### config.mk
export PLATFORM = sky130hd
export DESIGN_NAME = matmul_sched
export DESIGN_NICKNAME = d
export VERILOG_FILES = /design/src/rtl/matmul_sched_pkg.sv /design/src/rtl/matmul_sched_tile_cnt.sv /design/src/rtl/matmul_sched.sv
export SDC_FILE = /design/constraint.sdc
export NUM_CORES = 1
export LEC_CHECK = 0
export BUFFER_PORTS_ARGS = -buffer_cell sky130_fd_sc_hd__buf_2
export CELL_PAD_IN_SITES_DETAIL_PLACEMENT = 1
export CELL_PAD_IN_SITES_GLOBAL_PLACEMENT = 1
export CORE_UTILIZATION = 33
export DETAILED_ROUTE_END_ITERATION = 8
export GPL_TIMING_DRIVEN = 0
export PLACE_DENSITY_LB_ADDON = 0.15
export RECOVER_POWER = 50
export SYNTH_ARGS = -nofsm -noshare
export SYNTH_HDL_FRONTEND = slang
export SYNTH_HIERARCHICAL = 1
export SYNTH_SLANG_ARGS = --single-unit
### constraint.sdc
create_clock -name fclk -period 1.54 [get_ports fclk]
set_input_delay 0.231 -clock fclk [delete_from_list [all_inputs] [get_ports fclk]]
set_output_delay 0.231 -clock fclk [all_outputs]
set_load 0.01 [all_outputs]
### src/rtl/matmul_sched_pkg.sv
// Shared types and sizing helpers for the matmul tile scheduler.
// Default dimensions match the 8x8 array with 4x4 banking.
package matmul_sched_pkg;

    typedef enum logic [2:0] {
        StIdle,
        StStream,
        StDrain,
        StOffer,
        StDone
    } state_e;

    // Bit width needed to hold values 0..v-1, never less than one bit.
    function automatic int unsigned clog2_min1(input int unsigned v);
        return (v > 1) ? $clog2(v) : 1;
    endfunction

    function automatic int unsigned max_u(input int unsigned a, input int unsigned b);
        return (a > b) ? a : b;
    endfunction

    localparam int unsigned MDefault  = 8;
    localparam int unsigned N1Default = 4;
    localparam int unsigned N2Default = 4;
    localparam int unsigned DwDefault = 8;

    localparam int unsigned AddrAWidth = clog2_min1(MDefault * MDefault / N1Default);
    localparam int unsigned AddrBWidth = clog2_min1(MDefault * MDefault / N2Default);
    localparam int unsigned RowWidth   = clog2_min1(MDefault / N1Default);
    localparam int unsigned ColWidth   = clog2_min1(MDefault / N2Default);

endpackage

### src/rtl/matmul_sched_tile_cnt.sv
// Nested tile counter: column is the fast index, row advances on column wrap.
// last_o flags the final tile of the matrix.
module sched_tile_cnt
    import matmul_sched_pkg::*;
#(
    parameter int unsigned Rows = 2,
    parameter int unsigned Cols = 2,
    localparam int unsigned RW  = clog2_min1(Rows),
    localparam int unsigned CW  = clog2_min1(Cols)
) (
    input  logic          clk,
    input  logic          rst,
    input  logic          clr_i,
    input  logic          adv_i,
    output logic [RW-1:0] row_o,
    output logic [CW-1:0] col_o,
    output logic          last_o
);

    logic [RW-1:0] row_q, row_d;
    logic [CW-1:0] col_q, col_d;
    logic          row_last, col_last;

    assign row_last = (row_q == RW'(Rows - 1));
    assign col_last = (col_q == CW'(Cols - 1));

    always_comb begin
        row_d = row_q;
        col_d = col_q;
        if (clr_i) begin
            row_d = '0;
            col_d = '0;
        end else if (adv_i) begin
            if (col_last) begin
                col_d = '0;
                row_d = row_last ? '0 : row_q + RW'(1);
            end else begin
                col_d = col_q + CW'(1);
            end
        end
    end

    always_ff @(posedge clk) begin
        if (rst) begin
            row_q <= '0;
            col_q <= '0;
        end else begin
            row_q <= row_d;
            col_q <= col_d;
        end
    end

    assign row_o  = row_q;
    assign col_o  = col_q;
    assign last_o = row_last && col_last;

endmodule

### src/rtl/matmul_sched.sv
// Read/accumulate/offer sequencer for a banked N1xN2 systolic matrix multiply.
// Optional MATMUL_SCHED_PERF_EN adds a saturating stall_cnt of OFFER cycles without res_ready.
module matmul_sched
    import matmul_sched_pkg::*;
#(
    parameter int unsigned M    = MDefault,
    parameter int unsigned N1   = N1Default,
    parameter int unsigned N2   = N2Default,
    parameter int unsigned D_W  = DwDefault,
    localparam int unsigned AW  = clog2_min1(M * M / N1),
    localparam int unsigned BW  = clog2_min1(M * M / N2),
    localparam int unsigned RW  = clog2_min1(M / N1),
    localparam int unsigned CW  = clog2_min1(M / N2),
    localparam int unsigned KW  = clog2_min1(max_u(M, N1 + N2 - 1))
) (
    input  logic          fclk,
    input  logic          rst,
    input  logic          start,
    input  logic          res_ready,
    output logic [AW-1:0] rd_addr_A,
    output logic [BW-1:0] rd_addr_B,
    output logic          rd_en,
    output logic          acc_clr,
    output logic          res_valid,
    output logic [RW-1:0] tile_row,
    output logic [CW-1:0] tile_col,
    output logic          busy,
`ifdef MATMUL_SCHED_PERF_EN
    output logic [31:0]   stall_cnt,
`endif
    output logic          done
);

    if ((M % N1) != 0 || (M % N2) != 0 || D_W == 0) begin : g_cfg_err
        $fatal(1, "matmul_sched: M must be a multiple of N1 and N2, D_W nonzero");
    end

    state_e        state_q, state_d;
    logic [KW-1:0] k_q, k_d;
    logic          tile_clr, tile_adv, tile_last;

    sched_tile_cnt #(
        .Rows (M / N1),
        .Cols (M / N2)
    ) u_tile_cnt (
        .clk    (fclk),
        .rst    (rst),
        .clr_i  (tile_clr),
        .adv_i  (tile_adv),
        .row_o  (tile_row),
        .col_o  (tile_col),
        .last_o (tile_last)
    );

    always_comb begin
        state_d   = state_q;
        k_d       = k_q;
        tile_clr  = 1'b0;
        tile_adv  = 1'b0;
        rd_en     = 1'b0;
        acc_clr   = 1'b0;
        rd_addr_A = '0;
        rd_addr_B = '0;
        res_valid = 1'b0;
        busy      = 1'b1;
        done      = 1'b0;
        unique case (state_q)
            StIdle: begin
                busy = 1'b0;
                if (start) begin
                    state_d  = StStream;
                    k_d      = '0;
                    tile_clr = 1'b1;
                end
            end
            StStream: begin
                rd_en     = 1'b1;
                acc_clr   = (k_q == '0);
                rd_addr_A = AW'(tile_row) * AW'(M) + AW'(k_q);
                rd_addr_B = BW'(tile_col) * BW'(M) + BW'(k_q);
                if (k_q == KW'(M - 1)) begin
                    k_d     = '0;
                    state_d = StDrain;
                end else begin
                    k_d = k_q + KW'(1);
                end
            end
            // Wait for the last operands to ripple through the array skew.
            StDrain: begin
                if (k_q == KW'(N1 + N2 - 2)) begin
                    k_d     = '0;
                    state_d = StOffer;
                end else begin
                    k_d = k_q + KW'(1);
                end
            end
            StOffer: begin
                res_valid = 1'b1;
                if (res_ready) begin
                    tile_adv = 1'b1;
                    state_d  = tile_last ? StDone : StStream;
                end
            end
            StDone: begin
                done    = 1'b1;
                state_d = StIdle;
            end
            default: begin
                busy    = 1'b0;
                state_d = StIdle;
            end
        endcase
    end

    always_ff @(posedge fclk) begin
        if (rst) begin
            state_q <= StIdle;
            k_q     <= '0;
        end else begin
            state_q <= state_d;
            k_q     <= k_d;
        end
    end

`ifdef MATMUL_SCHED_PERF_EN
    logic [31:0] stall_q, stall_d;

    always_comb begin
        stall_d = stall_q;
        if (state_q == StIdle && start) begin
            stall_d = '0;
        end else if (state_q == StOffer && !res_ready && stall_q != '1) begin
            stall_d = stall_q + 32'd1;
        end
    end

    always_ff @(posedge fclk) begin
        if (rst) begin
            stall_q <= '0;
        end else begin
            stall_q <= stall_d;
        end
    end

    assign stall_cnt = stall_q;
`endif

endmodule

==> flow_summary_export.csv, run 1 <==
group,metric,value,unit
timing,worst_clock_skew,5.86,ps
cts,cts_inserted_buffers,3,
setup_path,crit_path_max_fanout,5,
timing,final.period_utilization,96.8,%
floorplan,die_height,42.7,um
floorplan,rows,14,
yosys,synthesis.yosys.warnings,6,
setup_path,worstPathRequired,1310,ps
route,first_pass_iters,4,
yosys,synth.net_count,77,
yosys,syn-instance-count,69,
final_layout,layout-drive-gt1-share,42.4,%
setup_path,setup.worst_path.start_class,"register",
route,remaining_drcs,0,
timing,period_needed,1490,ps
route,routed_wirelength,1300,um
status,outcome,"complete, no violations",
final_layout,fillerInstances,198,
grt,grt_first_pass_wirelength,2100,um
final_layout,area.growth.synth_to_final,39.4,%
floorplan,design.portCount,19,
grt,use_met1,19.3,%
floorplan,design.core.area,1520,um^2
grt,grt_antenna_before_repair,0,
grt,via_count_of_the_first_global_routing_pass,503,
pwr,finalPower,0.000451,W
yosys,most_used_standard_cells_in_the_synthesized_netlist,"sky130_fd_sc_hd__dfxtp_1, sky130_fd_sc_hd__nand2_1, sky130_fd_sc_hd__and2_1, sky130_fd_sc_hd__nor3_1",
yosys,synth-compound-area-share,15.6,%
cts,h_tree_level_count,1,
grt,grt_start_max_net_pins,11,
grt,all_layer_global_routing_usage,16.2,%
yosys,ys_seq_elements,8,
final_layout,fin_cells,108,
final_layout,design.final.nets,102,
yosys,post_synthesis_cell_type_count,27,
placement,post-dp-hpwl,1020,um
yosys,asyncSetResetFlopFracSynth,0,%
route,iter_0_drt_violations,3,
route,post_dr_vias_cell,5.09,
yosys,synth.avg_cell_area,7.92,um^2
timing,clock.fmax,671,MHz
yosys,synth_top_family_by_area,"simple AND/OR/NAND/NOR gates",
yosys,synthesis.area,547,um^2
yosys,synth_enable_flop_cells,0,
job,cap_violations,0,
yosys,yosys.area_share.xor_xnor,3.20,%
floorplan,die_area,1820,um^2
timing,rsz_0062_raised_after_global_routing,"yes",
yosys,synth.area.mux_share,0,%
cts,clk_slew_on_worst_s_h_paths,60,ps
timing,holdWs,238,ps
timing,setup_tns,0,ps
cts,cts.path.max_buffers,2,
grt,grt_busiest_layer,"met2",
yosys,post-synth-top-area-fraction,29.3,%
yosys,synthSimpleGateAreaFrac,34.1,%
setup_path,cp_class,"reg2out",
timing,tightestPinTransition,459,ps
floorplan,die-width,42.7,um
pwr,pwr_density_cell,592,nW/um^2
yosys,postSynth.topFlopCell,"sky130_fd_sc_hd__dfxtp_1",
route,via_count,550,
setup_path,worstSetupEndpointType,"primary output",
pwr,max-vdd-ir-drop,356,uV
timing,headroom_to_the_max_slew_limit,69.0,%
timing,setup_violation_total_in_the_final_timing_report,0,
placement,io_buffer_count,18,
final_layout,antenna-diode-count,0,
placement,place_congestion,0.769,
grt,grt.met2_usage,24.2,%
setup_path,endpoint_arrival_time_on_the_critical_path,1260,ps
route,wl_per_cell,12.0,um
placement,dpl.cell_count,103,
yosys,synthDominantAreaCellType,"sky130_fd_sc_hd__dfxtp_1",
grt,globalRoute.totalOverflow,0,
cts,ctsRootBufferMaster,"sky130_fd_sc_hd__clkbuf_4",
cts,tritoncts,"done",
timing,finalHoldViolations,0,
worst_hold_path,min-delay-path-class,"in2reg",
pwr,cellLeakagePower,0.338,nW
yosys,synth_fa_ha_area_share,9.15,%
yosys,synth-seq-area-share,29.3,%
cts,tritoncts_num_sinks,8,
cts,cts_hold_repair.buffers,0,
yosys,cells_taking_the_most_area_after_synthesis,"sky130_fd_sc_hd__dfxtp_1, sky130_fd_sc_hd__ha_1, sky130_fd_sc_hd__and2_1",
timing,slew_viol_final,0,
route,antenna_violating_nets_post_route,0,
floorplan,initial_core_util,35.9,%
grt,use_met3,5.11,%
cts,clock_latency,260,ps
## placed cells by master (no fill, tap or decap), types with 3 or more instances in the layout
cell type,count
sky130_fd_sc_hd__buf_2,14
sky130_fd_sc_hd__nand2_1,8
sky130_fd_sc_hd__dfxtp_1,5
sky130_fd_sc_hd__buf_6,4
sky130_fd_sc_hd__and2_1,4
sky130_fd_sc_hd__a21oi_1,4
sky130_fd_sc_hd__ha_1,4
sky130_fd_sc_hd__buf_4,4
sky130_fd_sc_hd__nor2b_1,3
sky130_fd_sc_hd__nor3_1,3
sky130_fd_sc_hd__clkbuf_4,3
sky130_fd_sc_hd__dfxtp_2,3
sky130_fd_sc_hd__clkbuf_1,3
## metal layers
metal,vias to the layer above,part of all wire [%]
li1,286,-
met3,4,5.9
met2,17,43
met5,-,0
met4,0,2.9
met1,243,48
## where the power goes
part,switching [W],internal [W]
sequential,0.00000315,0.000211
clock,0.0000766,0.0000895
combinational,0.0000387,0.0000319
## final timing paths
check / start / end / slack, ps / cells past startpoint
setup / recovery: state_q[1] / acc_clr / 50 / 4
hold / removal: res_ready / state_q[2] / 240 / 3
setup reg to reg: k_q[0] / state_q[0] / 70 / 6
hold reg to reg: k_q[0] / k_q[0] / 480 / 2
## final cells by class
class                           count  area (um^2)  share of cell area [%]
Sequential cell                     8          164                    21.5
Multi-Input combinational cell     52          374                    49.1
Inverter                            3         11.3                    1.48
Timing Repair Buffer               21          119                    15.6
Clock buffer                        3         22.5                    2.96
Buffer                              5         51.3                    6.73
Tap cell                           16         20.0                    2.63
## kinds of logic after synthesis
| logic type | count (synthesis) |
|---|---|
| adders and majority gates | 4 |
| DFF | 8 |
| xor gates and xnor gates | 2 |
| and+or+nand+nor | 34 |
| buffers and inverters | 9 |
| AOI/OAI and AO/OA | 12 |
## registers in the layout, indices dropped and copies added (netlist names)
register / cells
state_q: 3
u_tile_cnt/row_o: 1
k_q: 3
u_tile_cnt/col_o: 1
## critical path, cell delays in order, from the launching register on
cell	delay, ps
sky130_fd_sc_hd__dfxtp_2	320
sky130_fd_sc_hd__buf_6	110
sky130_fd_sc_hd__nand2b_4	170
sky130_fd_sc_hd__nor4b_2	240
sky130_fd_sc_hd__buf_2	170
## timing repair
| item | 4_1_cts | 5_1_grt |
|---|---|---|
| endpoints found under the setup margin | 14 | 8 |
| buffers inserted | 2 | 1 |
| pin swaps | 1 | 1 |
| cloned | 0 | 0 |
| resized for setup | 14 | 7 |
## metrics by stage
step / utilization, % / area (um^2) / setup WS [ps]
after global routing: 50.0 / 762 / -53.5
after global placement: 43.1 / 657 / -50.3
after floorplan: - / 547 / 91.7
after detailed placement: 43.1 / 657 / -78.4
after CTS: 48.2 / 734 / 4.58
final: 50.0 / 762 / 49.2
Note: power is estimated with default switching activity, not from simulation.
==> run 2, diff against run 1 <==
- SETUP_SLACK_MARGIN: not set -> 0.4
==> run 2 against run 1 <==
  * The run now ends with negative setup slack left
  * Clock skew decreased by 0.66 ps
  * Count of clock-buffer cells in the layout did not move
  * Die area is the same
  * Critical path depth rose by 2
  * Sequential cell count stayed put
  * Hold slack improved by 56 ps
  * Via count is 21% higher
  * Cell area up 49%
  * Register-to-register slack lost 70 ps
  * Maximum frequency is 9.7% lower
  * Core utilization increased by 24 points
  * Critical endpoint is now busy
  * Largest power group unchanged
  * Highest routed layer is now met3
==> flow_summary_export.csv, run 2 (synthesized netlist as in run 1, its figures left out) <==
group,metric,value,unit
setup_path,timing.critical_path.slowest_stage_cell,"sky130_fd_sc_hd__dfxtp_2",
timing,period_needed,1650,ps
timing,tightestPinTransition,412,ps
final_layout,area.growth.synth_to_final,107,%
setup_path,cp_num_buf_inv,4,
route,antenna_violating_nets_post_route,0,
final_layout,fin_cells,123,
grt,grt_antenna_before_repair,0,
grt,via_count_of_the_first_global_routing_pass,658,
setup_path,cpPeakStageDelay,320,ps
cts,cts_hold_repair.buffers,0,
route,remaining_drcs,0,
setup_path,crit_path_max_fanout,7,
status,violations,"negative setup slack",
placement,dpl_cell_area,713,um^2
job,cap_violations,0,
placement,dpl.cell_count,103,
setup_path,crit_family,"buffers and inverters",
pwr,cellLeakagePower,0.475,nW
floorplan,initial_core_util,35.9,%
floorplan,die-width,42.7,um
timing,clock.fmax,605,MHz
route,routed_wirelength,2560,um
final_layout,biggestRegsByFlops,"k_q (3), state_q (3)",
grt,all_layer_global_routing_usage,23.0,%
timing,rsz_0062_raised_after_global_routing,"yes",
route,iter_0_drt_violations,14,
route,via_count,666,
floorplan,die_area,1820,um^2
setup_path,cp_class,"reg2out",
timing,setup_tns,-211,ps
route,first_pass_iters,4,
cts,tritoncts_num_sinks,8,
pwr,max-vdd-ir-drop,490,uV
worst_hold_path,min-delay-path-class,"in2reg",
setup_path,crit_path_cell_trace,"buf_6, buf_4, buf_8, nor2_4, xnor2_1, buf_2",
final_layout,stdcell_area,1130,um^2
final_layout,antenna-diode-count,0,
floorplan,rows,14,
cts,cts.path.max_buffers,2,
grt,grt_first_pass_wirelength,3060,um
final_layout,commonest_non_fill_non_tap_cell_in_the_layout,"sky130_fd_sc_hd__buf_6",
final_layout,layout-drive-gt1-share,79.4,%
pwr,finalPower,0.000513,W
route,wl_per_cell,20.8,um
cts,clk_slew_on_worst_s_h_paths,50,ps
placement,post-dp-hpwl,1040,um
timing,slew_viol_final,0,
cts,tritoncts,"done",
grt,globalRoute.totalOverflow,0,
final_layout,layout.cells.most_common_list,"sky130_fd_sc_hd__buf_6, sky130_fd_sc_hd__buf_4, sky130_fd_sc_hd__buf_2",
timing,headroom_to_the_max_slew_limit,72.5,%
setup_path,endpoint_arrival_time_on_the_critical_path,1420,ps
grt,grt_start_max_net_pins,11,
floorplan,design.core.area,1520,um^2
final_layout,design.final.nets,117,
timing,finalHoldViolations,0,
placement,place_congestion,0.780,
timing,setup_slack,-112,ps
cts,cts_inserted_buffers,3,
timing,worst_clock_skew,5.19,ps
timing,final.period_utilization,107,%
placement,io_buffer_count,18,
final_layout,fillerInstances,147,
floorplan,die_height,42.7,um
timing,setup_violation_total_in_the_final_timing_report,5,
cts,ctsRootBufferMaster,"sky130_fd_sc_hd__clkbuf_4",
pwr,pwr_density_cell,452,nW/um^2
cts,h_tree_level_count,1,
cts,clock_latency,260,ps
setup_path,worstSetupEndpointType,"primary output",
setup_path,setup.worst_path.start_class,"register",
floorplan,design.portCount,19,
setup_path,worstPathRequired,1310,ps
route,post_dr_vias_cell,5.41,
status,outcome,"complete, but fails checks",
[run 2: cell count changes in the layout (fill, tap and decap cells not counted), sizes merged]
cell | previous run | this run
buf | 22 | 39
clkbuf | 7 | 5
[run 2: per-layer routing]
layer / track usage, % / vias to the layer above / part of all wire [%]
li1: - / 321 / -
met1: 27.0 / 322 / 42
met2: 40.0 / 23 / 53
met3: 5.96 / 0 / 4.5
met4: 7.50 / 0 / 0
met5: 0 / - / 0
[run 2: worst paths after layout]
check             startpoint          to  slack [ps]  cells past startpoint
setup / recovery  state_q[1]        busy        -110                      6
hold / removal           rst      k_q[0]         290                      2
setup reg to reg      k_q[0]  state_q[0]           0                      6
hold reg to reg       k_q[1]      k_q[1]         540                      2
[run 2: layout make-up]
class	instances	area, um^2	share of cell area (%)
Inverter	3	13.8	1.21
Buffer	6	63.8	5.63
Sequential cell	8	170	15.0
Timing Repair Buffer	35	279	24.6
Clock buffer	3	22.5	1.99
Tap cell	16	20.0	1.77
Multi-Input combinational cell	52	564	49.8
[run 2: what timing repair did]
action,in CTS,in global routing
pin swaps,7,19
cloned,0,0
buffers inserted,6,11
gates resized for setup,29,35
setup endpoints to repair,19,20
[run 2: metrics by stage]
stage / setup slack (ps) / hold slack [ps] / utilization, %
3_5_place_dp: 70.8 / 474 / 46.8
6_report: -112 / 294 / 74.4
2_1_floorplan: 193 / 293 / -
5_1_grt: -147 / 274 / 74.4
3_3_place_gp: 93.9 / 462 / 46.8
4_1_cts: -4.18 / 246 / 59.3
[run 2: where the power goes]
| part | switching, W | internal (W) | total [W] |
|---|---|---|---|
| combinational | 0.0000692 | 0.0000659 | 0.000135 |
| sequential | 0.00000433 | 0.000210 | 0.000215 |
| clock | 0.0000735 | 0.0000893 | 0.000163 |
